## src/rtl/carbon_csr_arb_pkg.sv

```systemverilog
// Shared types for the CSR request arbiter: FSM state encoding and the rdata
// returned with a synthesized timeout fault.
package carbon_csr_arb_pkg;

  typedef enum logic [1:0] {
    IDLE  = 2'd0,
    ISSUE = 2'd1,
    WAIT  = 2'd2,
    RESP  = 2'd3
  } arb_state_e;

  localparam logic [63:0] TIMEOUT_RDATA = 64'h0;

endpackage

```

## src/rtl/carbon_rr_pick.sv

```systemverilog
// Combinational round-robin picker: first asserted request after last_grant,
// wrapping modulo N_REQ. Returns one-hot grant, its index and an any-valid flag.
module carbon_rr_pick #(
  parameter int unsigned N_REQ = 3,
  parameter int unsigned IDX_W = $clog2(N_REQ)
) (
  input  logic [N_REQ-1:0] req,
  input  logic [IDX_W-1:0] last_grant,
  output logic [N_REQ-1:0] grant_c,
  output logic [IDX_W-1:0] idx_c,
  output logic             any_c
);

  logic [IDX_W-1:0] cand;

  always_comb begin
    grant_c = '0;
    idx_c   = '0;
    any_c   = 1'b0;
    cand    = '0;
    for (int unsigned k = 1; k <= N_REQ; k++) begin
      cand = IDX_W'((32'(last_grant) + k) % N_REQ);
      if (!any_c && req[cand]) begin
        any_c         = 1'b1;
        idx_c         = cand;
        grant_c[cand] = 1'b1;
      end
    end
  end

endmodule

```

## src/rtl/caprom_csr_arbiter.sv

```systemverilog
// Round-robin arbiter sharing one CSR slave among N_REQ requesters, one
// transaction in flight. Optional WAIT timeout via CARBON_CSR_ARB_TIMEOUT_EN.
module caprom_csr_arbiter
  import carbon_csr_arb_pkg::*;
#(
  parameter int unsigned N_REQ       = 3,
  parameter int unsigned ADDR_W      = 32,
  parameter int unsigned DATA_W      = 32,
  parameter int unsigned TIMEOUT_CYC = 256
) (
  input  logic                      clk,
  input  logic                      rst_n,
  input  logic [N_REQ-1:0]          m_req_valid,
  output logic [N_REQ-1:0]          m_req_ready,
  input  logic [N_REQ-1:0]          m_req_write,
  input  logic [N_REQ*ADDR_W-1:0]   m_req_addr,
  input  logic [N_REQ*DATA_W-1:0]   m_req_wdata,
  output logic [N_REQ-1:0]          m_rsp_valid,
  input  logic [N_REQ-1:0]          m_rsp_ready,
  output logic [DATA_W-1:0]         m_rsp_rdata,
  output logic                      m_rsp_fault,
  output logic                      m_rsp_side_effect,
  output logic                      s_req_valid,
  input  logic                      s_req_ready,
  output logic                      s_req_write,
  output logic [ADDR_W-1:0]         s_req_addr,
  output logic [DATA_W-1:0]         s_req_wdata,
  input  logic                      s_rsp_valid,
  output logic                      s_rsp_ready,
  input  logic [DATA_W-1:0]         s_rsp_rdata,
  input  logic                      s_rsp_fault,
  input  logic                      s_rsp_side_effect,
  output logic                      busy
);

  localparam int unsigned IDX_W = $clog2(N_REQ);

  if (N_REQ < 2 || N_REQ > 8 || ADDR_W < 1 || DATA_W < 1 || TIMEOUT_CYC < 1) begin : g_param_check
    $error("caprom_csr_arbiter: parameter out of range");
  end

  arb_state_e        state_q, state_d;
  logic [IDX_W-1:0]  last_grant_q, last_grant_d;
  logic [IDX_W-1:0]  grant_idx_q, grant_idx_d;
  logic              write_q, write_d;
  logic [ADDR_W-1:0] addr_q, addr_d;
  logic [DATA_W-1:0] wdata_q, wdata_d;
  logic [DATA_W-1:0] rdata_q, rdata_d;
  logic              fault_q, fault_d;
  logic              side_q, side_d;
  logic [N_REQ-1:0]  m_rsp_valid_q, m_rsp_valid_d;
  logic              s_req_valid_q, s_req_valid_d;
  logic              s_rsp_ready_q, s_rsp_ready_d;
  logic              busy_q, busy_d;

  logic [N_REQ-1:0]  pick_grant_c;
  logic [IDX_W-1:0]  pick_idx_c;
  logic              pick_any_c;

`ifdef CARBON_CSR_ARB_TIMEOUT_EN
  localparam int unsigned CNT_W = $clog2(TIMEOUT_CYC + 1);
  logic [CNT_W-1:0] tmo_cnt_q, tmo_cnt_d;
`endif

  carbon_rr_pick #(
    .N_REQ (N_REQ),
    .IDX_W (IDX_W)
  ) u_pick (
    .req        (m_req_valid),
    .last_grant (last_grant_q),
    .grant_c    (pick_grant_c),
    .idx_c      (pick_idx_c),
    .any_c      (pick_any_c)
  );

  // Next-state, holding/response capture and registered-output precompute
  always_comb begin
    state_d      = state_q;
    last_grant_d = last_grant_q;
    grant_idx_d  = grant_idx_q;
    write_d      = write_q;
    addr_d       = addr_q;
    wdata_d      = wdata_q;
    rdata_d      = rdata_q;
    fault_d      = fault_q;
    side_d       = side_q;
    m_req_ready  = '0;
`ifdef CARBON_CSR_ARB_TIMEOUT_EN
    tmo_cnt_d    = tmo_cnt_q;
`endif

    unique case (state_q)
      IDLE: begin
        m_req_ready = pick_grant_c;
        if (pick_any_c) begin
          grant_idx_d = pick_idx_c;
          write_d     = m_req_write[pick_idx_c];
          addr_d      = m_req_addr[32'(pick_idx_c) * ADDR_W +: ADDR_W];
          wdata_d     = m_req_wdata[32'(pick_idx_c) * DATA_W +: DATA_W];
          state_d     = ISSUE;
        end
      end
      ISSUE: begin
        if (s_req_ready) begin
          state_d = WAIT;
`ifdef CARBON_CSR_ARB_TIMEOUT_EN
          tmo_cnt_d = '0;
`endif
        end
      end
      WAIT: begin
`ifdef CARBON_CSR_ARB_TIMEOUT_EN
        tmo_cnt_d = tmo_cnt_q + CNT_W'(1);
`endif
        if (s_rsp_valid) begin
          rdata_d = s_rsp_rdata;
          fault_d = s_rsp_fault;
          side_d  = s_rsp_side_effect;
          state_d = RESP;
        end
`ifdef CARBON_CSR_ARB_TIMEOUT_EN
        else if (tmo_cnt_q == CNT_W'(TIMEOUT_CYC - 1)) begin
          rdata_d = DATA_W'(TIMEOUT_RDATA);
          fault_d = 1'b1;
          side_d  = 1'b0;
          state_d = RESP;
        end
`endif
      end
      RESP: begin
        if (m_rsp_ready[grant_idx_q]) begin
          last_grant_d = grant_idx_q;
          state_d      = IDLE;
        end
      end
      default: state_d = IDLE;
    endcase

    s_req_valid_d = (state_d == ISSUE);
    s_rsp_ready_d = (state_d == IDLE) || (state_d == WAIT);
    busy_d        = (state_d != IDLE);
    m_rsp_valid_d = (state_d == RESP) ? (N_REQ'(1) << grant_idx_d) : '0;
  end

  always_ff @(posedge clk or negedge rst_n) begin
    if (!rst_n) begin
      state_q       <= IDLE;
      last_grant_q  <= IDX_W'(N_REQ - 1);
      grant_idx_q   <= '0;
      write_q       <= 1'b0;
      addr_q        <= '0;
      wdata_q       <= '0;
      rdata_q       <= '0;
      fault_q       <= 1'b0;
      side_q        <= 1'b0;
      m_rsp_valid_q <= '0;
      s_req_valid_q <= 1'b0;
      s_rsp_ready_q <= 1'b0;
      busy_q        <= 1'b0;
`ifdef CARBON_CSR_ARB_TIMEOUT_EN
      tmo_cnt_q     <= '0;
`endif
    end else begin
      state_q       <= state_d;
      last_grant_q  <= last_grant_d;
      grant_idx_q   <= grant_idx_d;
      write_q       <= write_d;
      addr_q        <= addr_d;
      wdata_q       <= wdata_d;
      rdata_q       <= rdata_d;
      fault_q       <= fault_d;
      side_q        <= side_d;
      m_rsp_valid_q <= m_rsp_valid_d;
      s_req_valid_q <= s_req_valid_d;
      s_rsp_ready_q <= s_rsp_ready_d;
      busy_q        <= busy_d;
`ifdef CARBON_CSR_ARB_TIMEOUT_EN
      tmo_cnt_q     <= tmo_cnt_d;
`endif
    end
  end

  assign m_rsp_valid       = m_rsp_valid_q;
  assign m_rsp_rdata       = rdata_q;
  assign m_rsp_fault       = fault_q;
  assign m_rsp_side_effect = side_q;
  assign s_req_valid       = s_req_valid_q;
  assign s_req_write       = write_q;
  assign s_req_addr        = addr_q;
  assign s_req_wdata       = wdata_q;
  assign s_rsp_ready       = s_rsp_ready_q;
  assign busy              = busy_q;

endmodule

```

## config.mk

```make
export PLATFORM = sky130hd
export DESIGN_NAME = caprom_csr_arbiter
export DESIGN_NICKNAME = d
export VERILOG_FILES = /design/src/rtl/carbon_csr_arb_pkg.sv /design/src/rtl/carbon_rr_pick.sv /design/src/rtl/caprom_csr_arbiter.sv
export SDC_FILE = /design/constraint.sdc
export NUM_CORES = 1
export LEC_CHECK = 0
export BUFFER_PORTS_ARGS = -buffer_cell sky130_fd_sc_hd__buf_2
export CORE_AREA = 2 2 134 136
export DETAILED_ROUTE_END_ITERATION = 8
export DIE_AREA = 0 0 136 138
export PLACE_DENSITY_LB_ADDON = 0.15
export SLEW_MARGIN = 15
export SYNTH_ARGS = -nofsm -noshare
export SYNTH_HDL_FRONTEND = slang
export SYNTH_SLANG_ARGS = --single-unit
```

## constraint.sdc

```tcl
create_clock -name clk -period 3.4 [get_ports clk]
set_input_delay 0.17 -clock clk [delete_from_list [all_inputs] [get_ports clk]]
set_output_delay 0.17 -clock clk [all_outputs]
set_load 0.005 [all_outputs]
```

==> out/qor.csv <==
stage,metric,value,unit
run_status,status,"finished, final reports clean",
route,wirelength,20100,um
worst_setup_path,cp_top_family,simple AND/OR/NAND/NOR gates,
grt,grt_max_degree,79,
sta,max_freq,348,MHz
hold_path,hold_path_class,in2reg,
cells_and_area,nFillCells,1800,
worst_setup_path,path_class,reg2reg,
route,via_per_inst,5.10,
die,rows,49,
die,die_area,18800,sq um
grt,grt_pass1_vias,5913,
yosys,synth-async-reset-ratio,1.00,
cells_and_area,regArea,2780,sq um
worst_setup_path,end_kind,flip-flop,
power_and_ir_drop,leakagePower,3.79,nW
grt,grt_use_met3,0.0576,
power_and_ir_drop,max-vdd-ir-drop,0.581,mV
sta,slew_viol_final,0,
clocking,clk_pin_slew,0.08,ns
worst_setup_path,required,3.66,ns
cells_and_area,fin_area,7920,sq um
power_and_ir_drop,power_density,935,nW/um^2
sta,finalSetupTns,0,ns
route,firstDrtPassIters,4,
placed_design,placed_area,7590,sq um
sta,post-route-min-period,2.87,ns
worst_setup_path,reg2reg_slack,0.53,ns
yosys,synth-seq-cells,111,
power_and_ir_drop,p_total,7.40,mW
die,initial_core_util,0.325,
worst_setup_path,crit_chain,inv_1 > ha_1 > or2_0 > o21ai_0 > or2_2 > buf_12 > o21ai_0 > o31ai_1,
sta,fin_crit_sh,0.845,
clocking,cts.sinks,111,
die,die_height,138,um
yosys,yosys_warnings,0,
yosys,syn_area,5700,sq um
cells_and_area,multi_input_area,2630,sq um
sta,whs,0.0417,ns
yosys,synth.distinct_cells,45,
grt,grt_pass1_wl,31500,um
cells_and_area,final_util,0.452,
sta,setup_viol,0,
die,ios,347,
yosys,yosysSeqAreaShare,0.488,
yosys,syn_area_per_cell,9.43,sq um
placed_design,dpl.hpwl,14400,um
cells_and_area,diodes,0,
worst_setup_path,worstPathMaxFanout,39,
grt,track_usage,0.212,
die,fp.coreArea,17500,sq um
yosys,synth_edf_count,0,
die,fp.dieW,136,um
sta,rsz0062_at_grt,false,
route,drtAntennaViolNets,0,
cells_and_area,syn_to_final_growth,39.0,%
clocking,clk_latency,0.35,ns
yosys,syn_inst,604,
clocking,cts_setup_buffers,0,
cells_and_area,drive_above_1_share,0.453,
worst_setup_path,cp_num_buf_inv,2,
route,drc,0,
yosys,synthFlopType,dfrtp_1,
placed_design,gp_congestion,0.835,
worst_setup_path,path_common_cell,o21ai_0,
cells_and_area,num-nets-final,1161,
route,vias,5870,
grt,grt_antenna_before_repair,0,
clocking,clockBufferDepth,2,
yosys,synth.net_count,847,
sta,relSlewSlack,0.535,
grt,grt_use_met1,0.257,
sta,worstMarginPinSlew,0.698,ns
grt,use_met2,0.363,
placed_design,port_buffers,346,
grt,grt_overflow_total,0,
clocking,cts_tree,yes,
job,maxCapViolations,0,
worst_setup_path,slowest_stage,or2_2,
sta,finClkSkew,0.00763,ns
clocking,htreeDepth,3,
route,drt_iter0_drc,220,
sta,hold_violations,0,
worst_setup_path,cp_slowest_stage_delay,0.58,ns
worst_setup_path,startpoint_type,flip-flop,
route,wl_per_cell,17.4,um
worst_setup_path,critPathArrivalTime,3.13,ns
clocking,cts-buffers-inserted,9,
grt,grt_busiest_layer,met2,
clocking,cts_root_buf,clkbuf_16,
==> cell usage in the layout (no fill, tap or decap), types with 4 or more instances in the layout <==
master and instances:
nor2b_1 4, mux2i_1 4, o31ai_1 65, nor2_1 8
buf_12 5, inv_1 4, buf_2 345, ha_1 4
nor3_1 130, o21ai_0 61, buf_4 7, dfrtp_1 110
nand2_1 74, o21ai_1 9, mux2_2 34, clkbuf_16 9
a21oi_1 7
==> cell type report <==
type / instances / share of cell area
Clock buffer: 10 / 0.0289
Timing Repair Buffer: 358 / 0.239
Sequential cell: 111 / 0.351
Clock inverter: 6 / 0.0115
Multi-Input combinational cell: 434 / 0.332
Inverter: 4 / 0.00190
Tap cell: 229 / 0.0362
==> cells by family after synthesis <==
logic type      count (synthesis)  synth area share
simple gates                  234             0.196
compound gates                158             0.181
flops                         111             0.488
buf+inv                        59            0.0527
mux                            38            0.0742
fa+ha+maj                       4           0.00878
==> state kept, by name (all words and copies together) (netlist names) <==
register and count:
state_q 2, m_rsp_valid 3, s_req_write 1, last_grant_q 2, grant_idx_q 2, s_req_addr 32
m_rsp_rdata 32, s_req_valid 1, m_rsp_fault 1, s_req_wdata 32, s_rsp_ready 1, m_rsp_side_effect 1
busy 1
==> report_power, final <==
part	switching (mW)	internal, mW
combinational	2.32	1.59
sequential	0.336	1.99
clock	0.512	0.653
total	3.17	4.23
==> metrics by stage <==
stage | instances | setup slack, ns
floorplan | 604 | 1.21
global placement | 1135 | 0.664
detailed placement | 1135 | 0.514
CTS | 1152 | 0.410
global route | 1152 | 0.265
finish | 1152 | 0.528
==> worst paths after layout <==
path	start	end	depth (start not counted)
setup reg to reg	last_grant_q[0]$_DFFE_PN0P_	s_req_wdata[24]$_DFFE_PN0P_	8
max in group asynchronous	rst_n	last_grant_q[1]$_DFFE_PN1P_	3
setup / recovery	last_grant_q[0]$_DFFE_PN0P_	s_req_wdata[24]$_DFFE_PN0P_	8
min in group asynchronous	rst_n	m_rsp_rdata[5]$_DFFE_PN0P_	2
hold / removal	s_rsp_side_effect	m_rsp_side_effect$_DFFE_PN0P_	2
hold reg to reg	s_req_wdata[6]$_DFFE_PN0P_	s_req_wdata[6]$_DFFE_PN0P_	2
==> timing repair <==
item,CTS,global route
setup endpoints to repair,0,0
hold buffers,1,0
resized for setup,0,0
endpoints found under the hold margin,47,0
==> per-layer routing <==
metal	up-vias	share of wire
li1	2826	-
met1	2761	0.40
met2	258	0.49
met3	25	0.088
met4	0	0.018
met5	-	0
==> Yosys cell counts (all sizes together) (2+ instances only) <==
library cell	count	area share
nor3	130	0.11
buf	39	0.040
inv	4	0.0026
clkbuf	16	0.011
o31ai	66	0.089
ha	4	0.0088
nand2b	2	0.0022
o2bb2ai	2	0.0031
o22ai	2	0.0033
nand3b	3	0.0040
o21ai	71	0.063
nor2	9	0.0059
nor2b	4	0.0044
mux2	34	0.067
a21oi	7	0.0061
mux2i	4	0.0070
or2	4	0.0044
nand2	74	0.049
dfrtp	110	0.48
o21a	2	0.0026
(Power assumes the default switching activity.)
